`src/rtl/seg7_scan_driver.sv`:
```
// rtl/seg7_scan_driver.sv - multiplexed hex 7-segment scan driver
//
// Latches DIGITS hex nibbles plus per-digit decimal points and shows them one at a
// time on a shared segment bus, selecting the visible digit with a one-hot enable.
//
// Parameters
//   DIGITS         number of digits scanned (1..8)
//   CLK_DIV        clk cycles each digit stays selected (>= 1)
//   SEG_ACTIVE_LOW 1: a lit segment drives 0
//   AN_ACTIVE_LOW  1: the selected digit drives 0
//
// Ports
//   clk        system clock, rising edge
//   rst_n      asynchronous active-low reset
//   data       packed nibbles, digit k = data[4k+3:4k], digit 0 rightmost
//   points     decimal point per digit, 1 = lit
//   le         latch enable: 0 = capture every cycle, 1 = hold
//   lzb        leading-zero blanking enable
//   segment    {p,g,f,e,d,c,b,a}, registered, polarity per SEG_ACTIVE_LOW
//   an         one-hot digit enable, registered, polarity per AN_ACTIVE_LOW
//   scan_tick  one-cycle pulse after the scan index wraps back to digit 0

module seg7_scan_driver #(
    parameter int DIGITS         = 4,
    parameter int CLK_DIV        = 50000,
    parameter int SEG_ACTIVE_LOW = 1,
    parameter int AN_ACTIVE_LOW  = 1
) (
    input  logic                  clk,
    input  logic                  rst_n,
    input  logic [4*DIGITS-1:0]   data,
    input  logic [DIGITS-1:0]     points,
    input  logic                  le,
    input  logic                  lzb,
    output logic [7:0]            segment,
    output logic [DIGITS-1:0]     an,
    output logic                  scan_tick
);

    // Counter widths never drop below one bit so DIGITS=1 / CLK_DIV=1 stay legal.
    localparam int IW = (DIGITS > 1)  ? $clog2(DIGITS)  : 1;
    localparam int CW = (CLK_DIV > 1) ? $clog2(CLK_DIV) : 1;

    localparam logic [CW-1:0]     DIV_LAST = CW'(CLK_DIV - 1);
    localparam logic [IW-1:0]     IDX_LAST = IW'(DIGITS - 1);

    // Inactive output levels; XOR with these converts active-high to pin polarity.
    localparam logic [7:0]        SEG_OFF  = (SEG_ACTIVE_LOW != 0) ? 8'hFF : 8'h00;
    localparam logic [DIGITS-1:0] AN_OFF   = (AN_ACTIVE_LOW != 0) ? '1 : '0;

    logic [4*DIGITS-1:0] latch_data;
    logic [DIGITS-1:0]   latch_pts;
    logic [CW-1:0]       div_cnt;
    logic [IW-1:0]       idx;
    logic                div_wrap;

    logic [3:0]          sel_nib;
    logic                sel_pt;
    logic                sel_zero;
    logic                zero_run;
    logic [DIGITS-1:0]   an_hot;
    logic                blank;
    logic [7:0]          seg_on;

    // Hex to active-high gfedcba. Every code is listed so no value decodes to X.
    function automatic logic [6:0] hex_decode(input logic [3:0] nib);
        logic [6:0] s;
        case (nib)
            4'h0:    s = 7'b0111111;
            4'h1:    s = 7'b0000110;
            4'h2:    s = 7'b1011011;
            4'h3:    s = 7'b1001111;
            4'h4:    s = 7'b1100110;
            4'h5:    s = 7'b1101101;
            4'h6:    s = 7'b1111101;
            4'h7:    s = 7'b0000111;
            4'h8:    s = 7'b1111111;
            4'h9:    s = 7'b1101111;
            4'hA:    s = 7'b1110111;
            4'hB:    s = 7'b1111100;
            4'hC:    s = 7'b0111001;
            4'hD:    s = 7'b1011110;
            4'hE:    s = 7'b1111001;
            default: s = 7'b1110001;
        endcase
        return s;
    endfunction

    // Input latch: transparent while le=0, frozen while le=1.
    always_ff @(posedge clk or negedge rst_n) begin
        if (!rst_n) begin
            latch_data <= '0;
            latch_pts  <= '0;
        end else if (!le) begin
            latch_data <= data;
            latch_pts  <= points;
        end
    end

    // Refresh prescaler: div_wrap marks the last cycle of a digit's slot.
    assign div_wrap = (div_cnt == DIV_LAST);

    always_ff @(posedge clk or negedge rst_n) begin
        if (!rst_n) begin
            div_cnt <= '0;
        end else if (div_wrap) begin
            div_cnt <= '0;
        end else begin
            div_cnt <= div_cnt + 1'b1;
        end
    end

    // Scan index and frame tick. IDX_LAST is 0 for a single digit, so idx stays 0.
    always_ff @(posedge clk or negedge rst_n) begin
        if (!rst_n) begin
            idx       <= '0;
            scan_tick <= 1'b0;
        end else begin
            scan_tick <= div_wrap && (idx == IDX_LAST);
            if (div_wrap) begin
                idx <= (idx == IDX_LAST) ? '0 : idx + 1'b1;
            end
        end
    end

    // Select the current digit. Walking from the most significant digit down keeps
    // a running "everything from here upward is zero" flag for blanking.
    always_comb begin
        sel_nib  = 4'h0;
        sel_pt   = 1'b0;
        sel_zero = 1'b0;
        an_hot   = '0;
        zero_run = 1'b1;
        for (int k = DIGITS - 1; k >= 0; k--) begin
            zero_run = zero_run & (latch_data[4*k +: 4] == 4'h0);
            if (IW'(k) == idx) begin
                sel_nib   = latch_data[4*k +: 4];
                sel_pt    = latch_pts[k];
                sel_zero  = zero_run;
                an_hot[k] = 1'b1;
            end
        end
    end

    // Digit 0 always shows, so a zero value still reads "0" rather than nothing.
    assign blank  = lzb && (idx != '0) && sel_zero;
    assign seg_on = blank ? 8'h00 : {sel_pt, hex_decode(sel_nib)};

    // Registered outputs; reset drives both buses inactive without a clock.
    always_ff @(posedge clk or negedge rst_n) begin
        if (!rst_n) begin
            segment <= SEG_OFF;
            an      <= AN_OFF;
        end else begin
            segment <= seg_on ^ SEG_OFF;
            an      <= an_hot ^ AN_OFF;
        end
    end

endmodule

```
`config.mk`:
```
export PLATFORM = sky130hd
export DESIGN_NAME = seg7_scan_driver
export DESIGN_NICKNAME = d
export VERILOG_FILES = /design/src/rtl/seg7_scan_driver.sv
export SDC_FILE = /design/constraint.sdc
export NUM_CORES = 1
export LEC_CHECK = 0
export ABC_AREA = 1
export CAP_MARGIN = 20
export CORE_ASPECT_RATIO = 0.8
export CORE_MARGIN = 10
export CORE_UTILIZATION = 49
export DETAILED_ROUTE_END_ITERATION = 8
export PLACE_DENSITY = 0.77
export SLEW_MARGIN = 30
export SYNTH_ARGS = -nofsm -noshare
export SYNTH_HDL_FRONTEND = slang
export SYNTH_SLANG_ARGS = --single-unit
```
`constraint.sdc`:
```
create_clock -name clk -period 1.7 [get_ports clk]
set_input_delay 0.34 -clock clk [delete_from_list [all_inputs] [get_ports clk]]
set_output_delay 0.34 -clock clk [all_outputs]
set_load 0.02 [all_outputs]
```
## After elaboration in Yosys (flattened, before gate mapping)

Memory sizes are Yosys's and may differ from the RTL's.
Index checks and enable logic that the tools add are counted.

| word-level totals | value |
|---|---|
| flip-flop bits (word level) | 51 |
| latch bits | 0 |
| RAM bits | 0 |
| bits in read-only memories | 112 |
| input port bits | 24 |
| output and inout port bits | 13 |
| word-level logic and storage cells | 48 |
| memories | 1 |

Memories:

| name | words | bits a word | rd ports | clocked after memory_dff | write ports | line | RTL |
|---|---|---|---|---|---|---|---|
| (name not given) | 16 | 7 | 1 | 0 | 0 | 68 | `case (nib)` |

| operators by class | value |
|---|---|
| $add $sub $neg | 2 |
| multiply operators | 0 |
| divide/modulo/power cells | 0 |
| order comparisons | 0 |
| equal/unequal tests | 5 |
| shift operators | 0 |
| multiplexer cells | 19 |
| bitwise operators | 5 |
| reductions and logical operators | 9 |

Operators by type and width:

| cell | count |
|---|---|
| $add 16x1->16 const B | 1 |
| $eq 16x16->1 const B | 1 |
| $logic_not 4->1 | 4 |
| $mux 16 | 1 |
| $mux 4 | 4 |
| $mux 1 | 12 |
| $mux 8 | 1 |
| $not 8->8 | 1 |
| $eq 2x2->1 const A | 2 |
| $not 4->4 | 1 |
| $and 1x1->1 | 3 |
| $logic_and 1x1->1 | 3 |
| $add 2x1->2 const B | 1 |
| $eq 1x2->1 const A | 1 |
| $eq 2x2->1 const B | 1 |
| $logic_not 2->1 | 1 |
| $mux 2 | 1 |
| $reduce_bool 2->1 | 1 |

## Logic depth before layout (Yosys ltp)

Gate-level depths: netlist (run 1).

| depth | value |
|---|---|
| depth after elaboration | 8 |
| depth in mapped cells | 16 |
| mapped depth without buffers | 15 |

## Least setup slack after synthesis (run 1)

OpenSTA, ideal clock, no wires.

| path | value |
|---|---|
| path kind | reg-to-reg |
| start | register idx[0] |
| end | register segment[0] |
| library setup time | 84 ps |
| data arrival time | 1702 ps |
| required time | 1616 ps |
| path slack | -86 ps |
| cell stages (with the launch flop) | 17 |
| path buffers | 1 |
| clock period less this slack | 1786 ps |
| cell sequence | dfrtp_1 -> inv_1 -> ha_1 -> buf_6 -> inv_6 -> nand3_1 -> nand2_1 -> nand2_1 -> nand2_2 -> inv_1 -> ha_1 -> inv_1 -> nand3_1 -> nand2_1 -> inv_1 -> nand2_1 -> nand3_1 |

| between the ends | value |
|---|---|
| longest elaborated chain between the ends | 8 |
| elaborated cells on any way between the ends | 18 |
| those cells by class | 3 x eq/ne; 9 x mux; 1 x bitwise; 4 x reduce/logical; 1 x memory |

Ends and longest elaborated chain:

| what | line | RTL |
|---|---|---|
| start, declared | 54 | `logic [IW-1:0] idx;` |
| start signal, assigned | 121 | `idx <= (idx == IDX_LAST) ? '0 : idx + 1'b1;` |
| $eq 2x2->1 | 136 | `if (IW'(k) == idx) begin` |
| $mux 4 / $mux 1 (equally long branches) (4 in a row) | 136 |  |
| $mem_v2 16x7 / $logic_and 1x1->1 (equally long branches) | -- |  |
| $mux 8 (*) | 147 | `assign seg_on = blank ? 8'h00 : {sel_pt, hex_decode(sel_nib)};` |
| $not 8->8 (no source line) (*) | -- |  |
| end signal, assigned | 155 | `segment <= seg_on ^ SEG_OFF;` |
| end, declared | 35 | `output logic [7:0] segment,` |

Mark *: on every way between the ends. The rest lies on a longest branch, timed or not.
A chain may end at the register's enable or synchronous reset.

## Worst setup path in the final report (run 1)

| path | value |
|---|---|
| start | register idx[0] |
| end | register segment[4] |

Same word-level chain as after synthesis.

==> results of run 1 <==
==> timing repair <==
| item | CTS | global route |
|---|---|---|
| pin swaps | 8 | 4 |
| setup buffers | 5 | 3 |
| setup endpoints to repair | 19 | 7 |
| gates resized for setup | 40 | 14 |
==> cells by family after synthesis <==
| group | count (synthesis) |
|---|---|
| flops | 51 |
| xor+xnor | 6 |
| fa+ha+maj | 10 |
| simple gates | 149 |
| compound gates | 29 |
| buf+inv | 49 |
| mux | 14 |
==> final cells by class <==
| class | instances | area, sq um |
|---|---|---|
| multi-input cells | 208 | 1350 |
| well taps | 65 | 81.3 |
| clock buffers | 5 | 68.8 |
| repair buffers | 63 | 579 |
| inverters | 43 | 174 |
| fillers | 418 | 1810 |
| clock inverters | 3 | 20.0 |
| flip-flops and latches | 51 | 1290 |
==> state kept, by name, indices dropped and copies added, names as in the netlist <==
name        count
div_cnt        16
latch_data     16
segment         8
an              4
latch_pts       4
idx             2
scan_tick       1
==> synth_stat cells <==
cell      number  area (sq um)
dfstp_2       12           315
nand4_2        1          12.5
nand3b_1       2          15.0
nand2_2        8          50.1
a21oi_1       20           100
inv_2          3          11.3
buf_4          1          7.51
nor4_1         1          6.26
nand2_1       63           236
or2_4          1          8.76
inv_1         39           146
nor2_2         1          6.26
buf_6          2          22.5
xor2_1         6          52.6
nor2_1        31           116
o221ai_1       1          8.76
nand4_1        6          37.5
dfrtp_1       39           976
or2_1          1          6.26
mux2_2        14           158
inv_6          1          8.76
nor3_1         3          15.0
o211ai_1       1          7.51
nand2_4        1          11.3
buf_1          1          3.75
o21bai_1       2          15.0
o21ai_0        4          20.0
nand3_1       25           125
nor3_2         1          10.0
nand3_2        2          20.0
nor2_4         1          11.3
buf_2          2          10.0
a21oi_2        1          8.76
ha_1          10           125
nor3b_1        1          7.51
==> final timing paths <==
check / end / cells after the start / slack [ns] / from
max reg2reg: segment[4]$_DFF_PN1_ / 12 / -0.06 / idx[0]$_DFFE_PN0N_
min: latch_data[2]$_DFFE_PN0N_ / 2 / -0.0006 / rst_n
max: segment[4]$_DFF_PN1_ / 12 / -0.06 / idx[0]$_DFFE_PN0N_
max in group asynchronous: segment[7]$_DFF_PN1_ / 2 / 1.41 / rst_n
min reg2reg: segment[7]$_DFF_PN1_ / 1 / 0.48 / latch_pts[0]$_DFFE_PN0N_
min in group clk: segment[7]$_DFF_PN1_ / 1 / 0.48 / latch_pts[0]$_DFFE_PN0N_
==> critical path: cells and delay by family, from the launching register on <==
| family | cells | cell delay, ns |
|---|---|---|
| buffers and inverters | 3 | 0.29 |
| AND/OR/NAND/NOR | 7 | 0.61 |
| adder cells (fa/ha/maj) | 2 | 0.37 |
| flip-flops | 1 | 0.42 |
==> placed cells by master (no fill, tap or decap), drive strengths merged, types with 12 or more instances in the layout <==
| cell type | netlist | final |
|---|---|---|
| inv | 43 | 42 |
| dfrtp | 39 | 39 |
| mux2 | 14 | 14 |
| clkdlybuf4s50 | 0 | 23 |
| dfstp | 12 | 12 |
| nor2 | 33 | 33 |
| nand2 | 72 | 72 |
| nand3 | 27 | 27 |
| buf | 6 | 28 |
| dlygate4sd2 | 0 | 12 |
| a21oi | 21 | 21 |
==> layer usage <==
| layer | vias up | track usage, % | wire length [um] |
|---|---|---|---|
| met3 | 6 | 3.42 | 346 |
| met5 | - | 0 | 0 |
| met1 | 1036 | 19.6 | 2860 |
| met4 | 0 | 4.67 | 62 |
| met2 | 58 | 21.4 | 2690 |
| li1 | 1112 | - | - |
==> metrics by stage <==
step	TNS [ns]	area [sq um]
floorplan	0	2710
global placement	-0.0626	3270
detailed placement	-0.435	3270
CTS	-0.0348	3500
global route	-0.720	3570
finish	-0.137	3570
==> power groups by stage <==
| stage | registers [mW] | logic [mW] | clock network (mW) |
|---|---|---|---|
| after floorplan | 1.40 | 0.179 | 0 |
| after global placement | 1.37 | 0.403 | 0 |
| after detailed placement | 1.37 | 0.409 | 0 |
| after CTS | 1.35 | 0.412 | 0.716 |
| after global routing | 1.36 | 0.471 | 0.767 |
| final | 1.35 | 0.428 | 0.698 |
==> reports/qor.csv, run 1 <==
metric,value,unit
outcome,"complete, but fails checks",
violated checks,"negative hold slack, negative setup slack",
Synth Area in Compound Gates,5.95,%
final core occ,66.4,%
Final HPWL DP,4340,um
global-route wire length before repair,10300,um
1st-pass router iterations,4,
slew margin rel.,74.3,%
Max Cap Viol,0,
Non-Filler Instances,438,
Routed Antenna Nets,0,
worst hold path type,in2async,
critical setup path kind,reg2reg,
routed wire length,5960,um
clock latency on the worst-skew pair,0.31,ns
"Worst Setup Slack, final",-0.0592,ns
Initial Util,50.1,%
"Hold-fix buffers, CTS",0,
DRT iter0 DRCs,121,
Core Region,0.00538,sq mm
GPL Wtd Cong,0.869,
worst-path cell chain,inv_2 -> ha_4 -> clkinv_4 -> nand3_2 -> nand2_2 -> nand2_2 -> nand2_2 -> nand2_4 -> buf_6 -> ha_1 -> nand3b_1 -> nand3_1,
clk_skew,0.00763,ns
CTS Sinks,51,
Via density,5.05,
initial antenna violation count,0,
CP endpoint kind,flop,
CP required,1.94,ns
CP max-delay cell,dfrtp_1,
io pins,37,
max incr delay on CP,0.42,ns
routed len/inst,13.6,um
root buffer cell,clkbuf_8,
CP Max Fanout,5,
Least-Margin Pin Slew,0.382,ns
Yosys warnings,0,
number of diodes,0,
"flops & latches, synth",51,
port bufs,36,
nets,406,
CP startpoint kind,flop,
Gate power share,17.3,%
layout cells sized above 1,30.3,%
mux contribution to synthesized area,5.86,%
# rows,24,
overall routing resource usage,14.3,%
Worst-path clk slew,0.09,ns
Post-Syn Instances,308,
simple-gate share of the synthesized area,25.8,%
Slew Limit Fails,0,
Die X,103,um
Sw Ratio,27.3,%
xor/xnor share of the synthesized area,1.95,%
Final Critical Period,1.76,ns
via count,2212,
peak supply drop,0.400,mV
CTS max path bufs,2,
Clk pwr share,28.2,%
Pleak,1.69,nW
Final setup viols,4,
largest net degree at the start of global routing,52,
final count of hold timing violations,1,
CTS tree,yes,
syn nets,342,
"Arr. time, crit path",2.00,ns
CP most frequent cell,nand2_2,
grt ovf,0,
library cells used by synthesis,35,
die height,86.3,um
combinational family with the most area after synthesis,simple AND/OR/NAND/NOR gates,
final worst path period share,103,%
vias in the first global route,2259,
Area Growth Syn to Fin,32.6,%
Adder-Cell Fraction of Synth Area,4.65,%
Fmax achieved,0.568,GHz
total power per unit cell area,694,mW/mm^2
Int Power,1.80,mW
cell count after placement,422,
register area share after synthesis,48.0,%
final hold slack,-0.000582,ns
Syn Area/Cell,8.74,sq um
placement-stage worst setup slack,-0.115,ns
total CTS buffers,5,
H-tree depth,2,
unrepaired setup endpoints after global routing,yes,
share of power burned in registers,54.5,%
die area,0.00888,sq mm
drt drc,0,
Synth Cell Area,0.00269,sq mm
Pwr Total,2.48,mW
net load switching power,0.676,mW
Power figures use the tool's default switching activity.
==> run 2, diff against run 1 <==
Settings changed: SETUP_SLACK_MARGIN set to 0.1.
==> run 2 against run 1 <==
The flow finishes with violations (negative setup slack). Cell area up 2.2%. Via count is 3.7% higher. Hold slack better by 0.0041 ns. Highest routed layer unchanged. Clock-buffer cell count rose by 2. Critical path depth shrank 2. Maximum frequency grew 0.26%. Flip-flop and latch count did not move. Setup slack improved by 0.0045 ns. Register-to-register slack about the same. Sequential power about the same. Largest power group unchanged. Global-route usage up 1.3 points. First-iteration DRC count up 9.1%.
==> reports/qor.csv, run 2 (same netlist as run 1, synthesis figures left out) <==
metric,value,unit,change
Least-Margin Pin Slew,0.351,ns,-0.0310 ns
initial antenna violation count,0,,unchanged
peak supply drop,0.474,mV,+19%
Max Cap Viol,0,,unchanged
Sw Ratio,27.1,%,-0.23 points
CP Max Fanout,8,,+3
grt ovf,0,,unchanged
leading registers by flop count,"div_cnt: 16 flops, latch_data: 16 flops, segment: 8 flops",,
r2r setup slk,-0.05,ns,about the same
final worst path period share,103,%,-0.26 points
final setup TNS,-0.137,ns,-0.0000100 ns
Int Power,1.90,mW,+5.3%
Routed Antenna Nets,0,,unchanged
Pleak,1.72,nW,+2.3%
layout cells sized above 1,33.2,%,+2.9 points
number of diodes,0,,unchanged
CP endpoint kind,flop,,
CTS tree,yes,,
worst path bufs/invs,3,,unchanged
global-route wire length before repair,11100,um,+7.3%
total power per unit cell area,713,mW/mm^2,+2.7%
Pwr Total,2.60,mW,+5.0%
"Worst Setup Slack, final",-0.0547,ns,+0.00450 ns
Gate power share,17.9,%,+0.6 points
Core Region,0.00538,sq mm,unchanged
net load switching power,0.704,mW,+4.1%
Stages on worst setup path,10,,-2
"Arr. time, crit path",2.00,ns,about the same
"Largest delay share family, worst path",simple AND/OR/NAND/NOR gates,,
most frequent cells in the layout,"nand2_1, dfrtp_1, inv_1",,
share of power burned in registers,52.1,%,-2.4 points
final count of hold timing violations,0,,-1
Area Growth Syn to Fin,35.5,%,
CP most frequent cell,buf_4,,
launch point of the worst path,idx[0]$_DFFE_PN0N_,,
Die X,103,um,unchanged
CP max-delay cell,dfrtp_1,,
Fmax achieved,0.570,GHz,+0.26%
clock latency on the worst-skew pair,0.31,ns,about the same
Initial Util,50.1,%,unchanged
Worst setup endpoint,segment[4]$_DFF_PN1_,,
drt drc,0,,unchanged
Via density,5.27,,+4.4%
CP required,1.94,ns,about the same
DRT iter0 DRCs,132,,+9.1%
total CTS buffers,5,,unchanged
CTS max path bufs,2,,unchanged
port bufs,36,,unchanged
via count,2293,,+3.7%
R2R depth,10,,-2
Slew Limit Fails,0,,unchanged
critical setup path kind,reg2reg,,
worst reg2reg endpoint,segment[4]$_DFF_PN1_,,
routed len/inst,15.6,um,+15%
outcome,"complete, but fails checks",,
GPL Wtd Cong,0.914,,+5.2%
root buffer cell,clkbuf_8,,
vias in the first global route,2347,,+3.9%
clk_skew,0.0106,ns,+0.00299 ns
CP startpoint kind,flop,,
unrepaired setup endpoints after global routing,yes,,
worst-path cell chain,buf_4 -> ha_4 -> buf_6 -> buf_4 -> a21oi_2 -> nand2_4 -> nand2_8 -> nand2_2 -> nand3b_1 -> nand3_1,,
1st-pass router iterations,4,,unchanged
# rows,24,,unchanged
Worst-path clk slew,0.10,ns,about the same
Clk pwr share,30.0,%,+1.8 points
die area,0.00888,sq mm,unchanged
largest net degree at the start of global routing,52,,unchanged
violated checks,negative setup slack,,
Final HPWL DP,4610,um,+6.1%
routed wire length,6790,um,+14%
RR Startpoint,idx[0]$_DFFE_PN0N_,,
overall routing resource usage,15.5,%,+1.3 points
worst hold path type,in2async,,
Final setup viols,4,,unchanged
io pins,37,,unchanged
CTS Sinks,51,,unchanged
"commonest non-fill, non-tap cell in the layout",nand2_1,,
nets,403,,-0.74%
die height,86.3,um,unchanged
H-tree depth,2,,unchanged
"Hold-fix buffers, CTS",0,,unchanged
max incr delay on CP,0.41,ns,about the same
Final Critical Period,1.75,ns,-0.00450 ns
slew margin rel.,76.4,%,+2.1 points
-- run 2: cell types whose count changed in the layout (fill, tap and decap cells not counted), sizes merged --
| cell | change |
|---|---|
| dlymetal6s2s | +1 |
| inv | +2 |
| clkinvlp | -1 |
| clkbuf | +2 |
| clkdlybuf4s50 | -1 |
| buf | -4 |
| clkinv | -2 |
-- run 2: worst min path at each step --
stage / slack (ns) / end / depth (start not counted)
after detailed placement: 0.35 / div_cnt[10]$_DFF_PN0_ / 2
after floorplan: 0.04 / div_cnt[0]$_DFF_PN0_ / 0
after global placement: 0.35 / div_cnt[12]$_DFF_PN0_ / 2
after CTS: 0.02 / idx[1]$_DFFE_PN0N_ / 2
final: 0.004 / div_cnt[11]$_DFF_PN0_ / 2
after global routing: 0.02 / div_cnt[11]$_DFF_PN0_ / 2
-- run 2: timing repair --
action	CTS	global route
setup endpoints to repair	20	10
gates resized for setup	47	28
pin swaps	16	11
setup buffers	5	2
gates cloned	1	0
-- run 2: metal layers --
metal | routed length [um] | up-vias | part of all wire (%) | track usage (%)
met4 | 110 | 0 | 1.6 | 5.17
met1 | 3020 | 1111 | 44 | 20.2
met5 | 0 | - | 0 | 0
met3 | 310 | 14 | 4.6 | 3.26
met2 | 3350 | 59 | 49 | 25.1
li1 | - | 1109 | - | -
-- run 2: cell type report --
| class | count | area [sq um] |
|---|---|---|
| repair inverters | 1 | 3.75 |
| multi-input cells | 208 | 1430 |
| clock buffers | 7 | 96.3 |
| clock inverters | 1 | 7.51 |
| repair buffers | 59 | 556 |
| inverters | 43 | 181 |
| well taps | 65 | 81.3 |
| fillers | 414 | 1730 |
| flip-flops and latches | 51 | 1290 |
-- run 2: through the flow --
step	area (sq um)	worst slack (ns)	std cells	utilization [%]	hold WS [ns]
after floorplan	2710	0.0205	308	-	0.0444
after global placement	3250	0.0166	419	60.5	0.349
after detailed placement	3250	-0.0769	419	60.5	0.353
after CTS	3540	0.0197	433	65.8	0.0169
after global routing	3650	-0.135	435	67.9	0.0174
final	3650	-0.0547	435	67.9	0.00354
-- run 2: power by group through the flow --
stage	registers, mW	clock network [mW]	logic [mW]
finish	1.35	0.780	0.466
global route	1.36	0.842	0.510
CTS	1.35	0.791	0.434
detailed placement	1.37	0	0.414
global placement	1.37	0	0.405
floorplan	1.40	0	0.181
==> run 3, diff against run 2 <==
Settings changed: CORE_MARGIN 10 to 2.
==> run 3 against run 2 <==
The flow still finishes with violations (negative setup slack). First-iteration DRC count up 28%. Flip-flop and latch count unchanged. Sequential power about the same. Maximum frequency down 1.4%. Clock skew down 0.0040 ns. Cell count up 1.1%. Via count down 0.13%. Critical path depth up 5. Clock power up 13%. Largest cell class unchanged. Hold slack better by 0.48 ns. Sequential share of layout area down 0.31 points. Combinational power down 4%.
==> reports/qor.csv, run 3 (same netlist as run 1, synthesis figures left out) <==
metric,value,unit,change
outcome,"complete, but fails checks",,
violated checks,negative setup slack,,
Via density,5.20,,-1.3%
initial antenna violation count,0,,unchanged
Slew Limit Fails,0,,unchanged
leading registers by flop count,"div_cnt: 16 flops, latch_data: 16 flops, segment: 8 flops",,
Initial Util,50.1,%,unchanged
clock latency on the worst-skew pair,0.30,ns,about the same
grt ovf,0,,unchanged
layout cells sized above 1,31.2,%,-2.0 points
DRT iter0 DRCs,169,,+28%
number of diodes,0,,unchanged
Pleak,1.72,nW,about the same
port bufs,36,,unchanged
CTS Sinks,51,,unchanged
"Worst Setup Slack, final",-0.0790,ns,-0.0243 ns
# rows,24,,unchanged
H-tree depth,2,,unchanged
Least-Margin Pin Slew,0.402,ns,+0.0515 ns
Final Critical Period,1.78,ns,+0.0243 ns
Routed Antenna Nets,0,,unchanged
Final HPWL DP,4160,um,-9.8%
nets,408,,+1.2%
die height,70.3,um,-19%
global-route wire length before repair,10400,um,-6.1%
CP endpoint kind,flop,,
CP Max Fanout,5,,-3
Fmax achieved,0.562,GHz,-1.4%
1st-pass router iterations,5,,+1
Pwr Total,2.68,mW,+3.0%
overall routing resource usage,21.3,%,+5.8 points
via count,2290,,-0.13%
Max Cap Viol,0,,unchanged
die area,0.00611,sq mm,-31%
drt drc,0,,unchanged
GPL Wtd Cong,0.880,,-3.7%
CP required,1.94,ns,about the same
CTS max path bufs,2,,unchanged
post-route cell area,0.00368,sq mm,+0.99%
largest net degree at the start of global routing,36,,-31%
total CTS buffers,5,,unchanged
clk_skew,0.00660,ns,-0.00402 ns
slew margin rel.,72.9,%,-3.5 points
peak supply drop,0.405,mV,-14%
Die X,86.9,um,-16%
CTS tree,yes,,
CP startpoint kind,flop,,
Area Growth Syn to Fin,36.8,%,
most frequent cells in the layout,"nand2_1, dfrtp_1, inv_1",,
Final setup viols,5,,+1
routed wire length,6230,um,-8.2%
vias in the first global route,2283,,-2.7%
worst hold path type,in2async,,
routed len/inst,14.2,um,-9.2%
final core occ,68.6,%,+0.68 points
critical setup path kind,reg2reg,,
Worst-path clk slew,0.09,ns,about the same
placed cell areas,0.00324,sq mm,-0.23%
root buffer cell,clkbuf_8,,
total power per unit cell area,727,mW/mm^2,+2.0%
unrepaired setup endpoints after global routing,yes,,
"commonest non-fill, non-tap cell in the layout",nand2_1,,
Core Region,0.00538,sq mm,unchanged
"Arr. time, crit path",2.02,ns,+0.02 ns
io pins,37,,unchanged
final count of hold timing violations,0,,unchanged
final worst path period share,105,%,+1.4 points
run 3: final cells by class:
class | count | area, sq um
fillers | 396 | 1690
multi-input cells | 208 | 1400
flip-flops and latches | 51 | 1290
repair buffers | 64 | 606
inverters | 43 | 179
clock buffers | 6 | 82.6
well taps | 65 | 81.3
clock inverters | 2 | 35.0
repair inverters | 1 | 7.51
run 3: report_power, final:
group,total (mW),internal (mW),switching (mW)
logic,0.448,0.211,0.237
clock network,0.878,0.477,0.401
registers,1.35,1.31,0.0425
total,2.68,2.00,0.681
run 3: timing repair:
item,4_1_cts,5_1_grt
cloned,1,0
buffers inserted,6,6
pin swaps,10,12
hold buffers,1,0
hold endpoints to repair,9,0
gates resized for setup,46,15
endpoints found under the setup margin,20,11
run 3: routing by layer:
metal	vias up	part of all wire, %	track usage, %
met2	69	49	33.2
met5	-	0	0
met1	1093	46	30.9
li1	1119	-	-
met3	9	4.5	3.90
met4	0	0.87	5.03
run 3: final timing paths:
check / from / end / slack [ns] / cells after the start
min reg2reg: latch_pts[0]$_DFFE_PN0N_ / segment[7]$_DFF_PN1_ / 0.49 / 1
min in group clk: latch_pts[0]$_DFFE_PN0N_ / segment[7]$_DFF_PN1_ / 0.49 / 1
max reg2reg: idx[0]$_DFFE_PN0N_ / segment[0]$_DFF_PN1_ / -0.08 / 15
max in group asynchronous: rst_n / segment[7]$_DFF_PN1_ / 0.63 / 3
min: rst_n / div_cnt[12]$_DFF_PN0_ / 0.49 / 2
max: idx[0]$_DFFE_PN0N_ / segment[0]$_DFF_PN1_ / -0.08 / 15
run 3: stage by stage:
stage / instances / setup TNS (ns) / hold WS [ns] / setup WS [ns]
global route: 440 / -0.722 / 0.512 / -0.177
finish: 440 / -0.187 / 0.487 / -0.0790
global placement: 418 / 0 / 0.293 / 0.00211
floorplan: 308 / 0 / 0.0444 / 0.0205
CTS: 434 / -0.0100 / 0.483 / -0.0100
detailed placement: 418 / -0.318 / 0.293 / -0.103
run 3: worst max-delay path: stages, from the launching register on:
cell and delay (ns):
dfrtp_2 0.46, inv_4 0.07, ha_4 0.20, inv_6 0.07, nand3_2 0.06, nand2_1 0.06
nand2_1 0.05, nand2_2 0.13, inv_4 0.07, ha_4 0.18, inv_4 0.05, nand3_2 0.07
nand2_1 0.06, inv_1 0.05, nand2_1 0.07, nand3_2 0.06
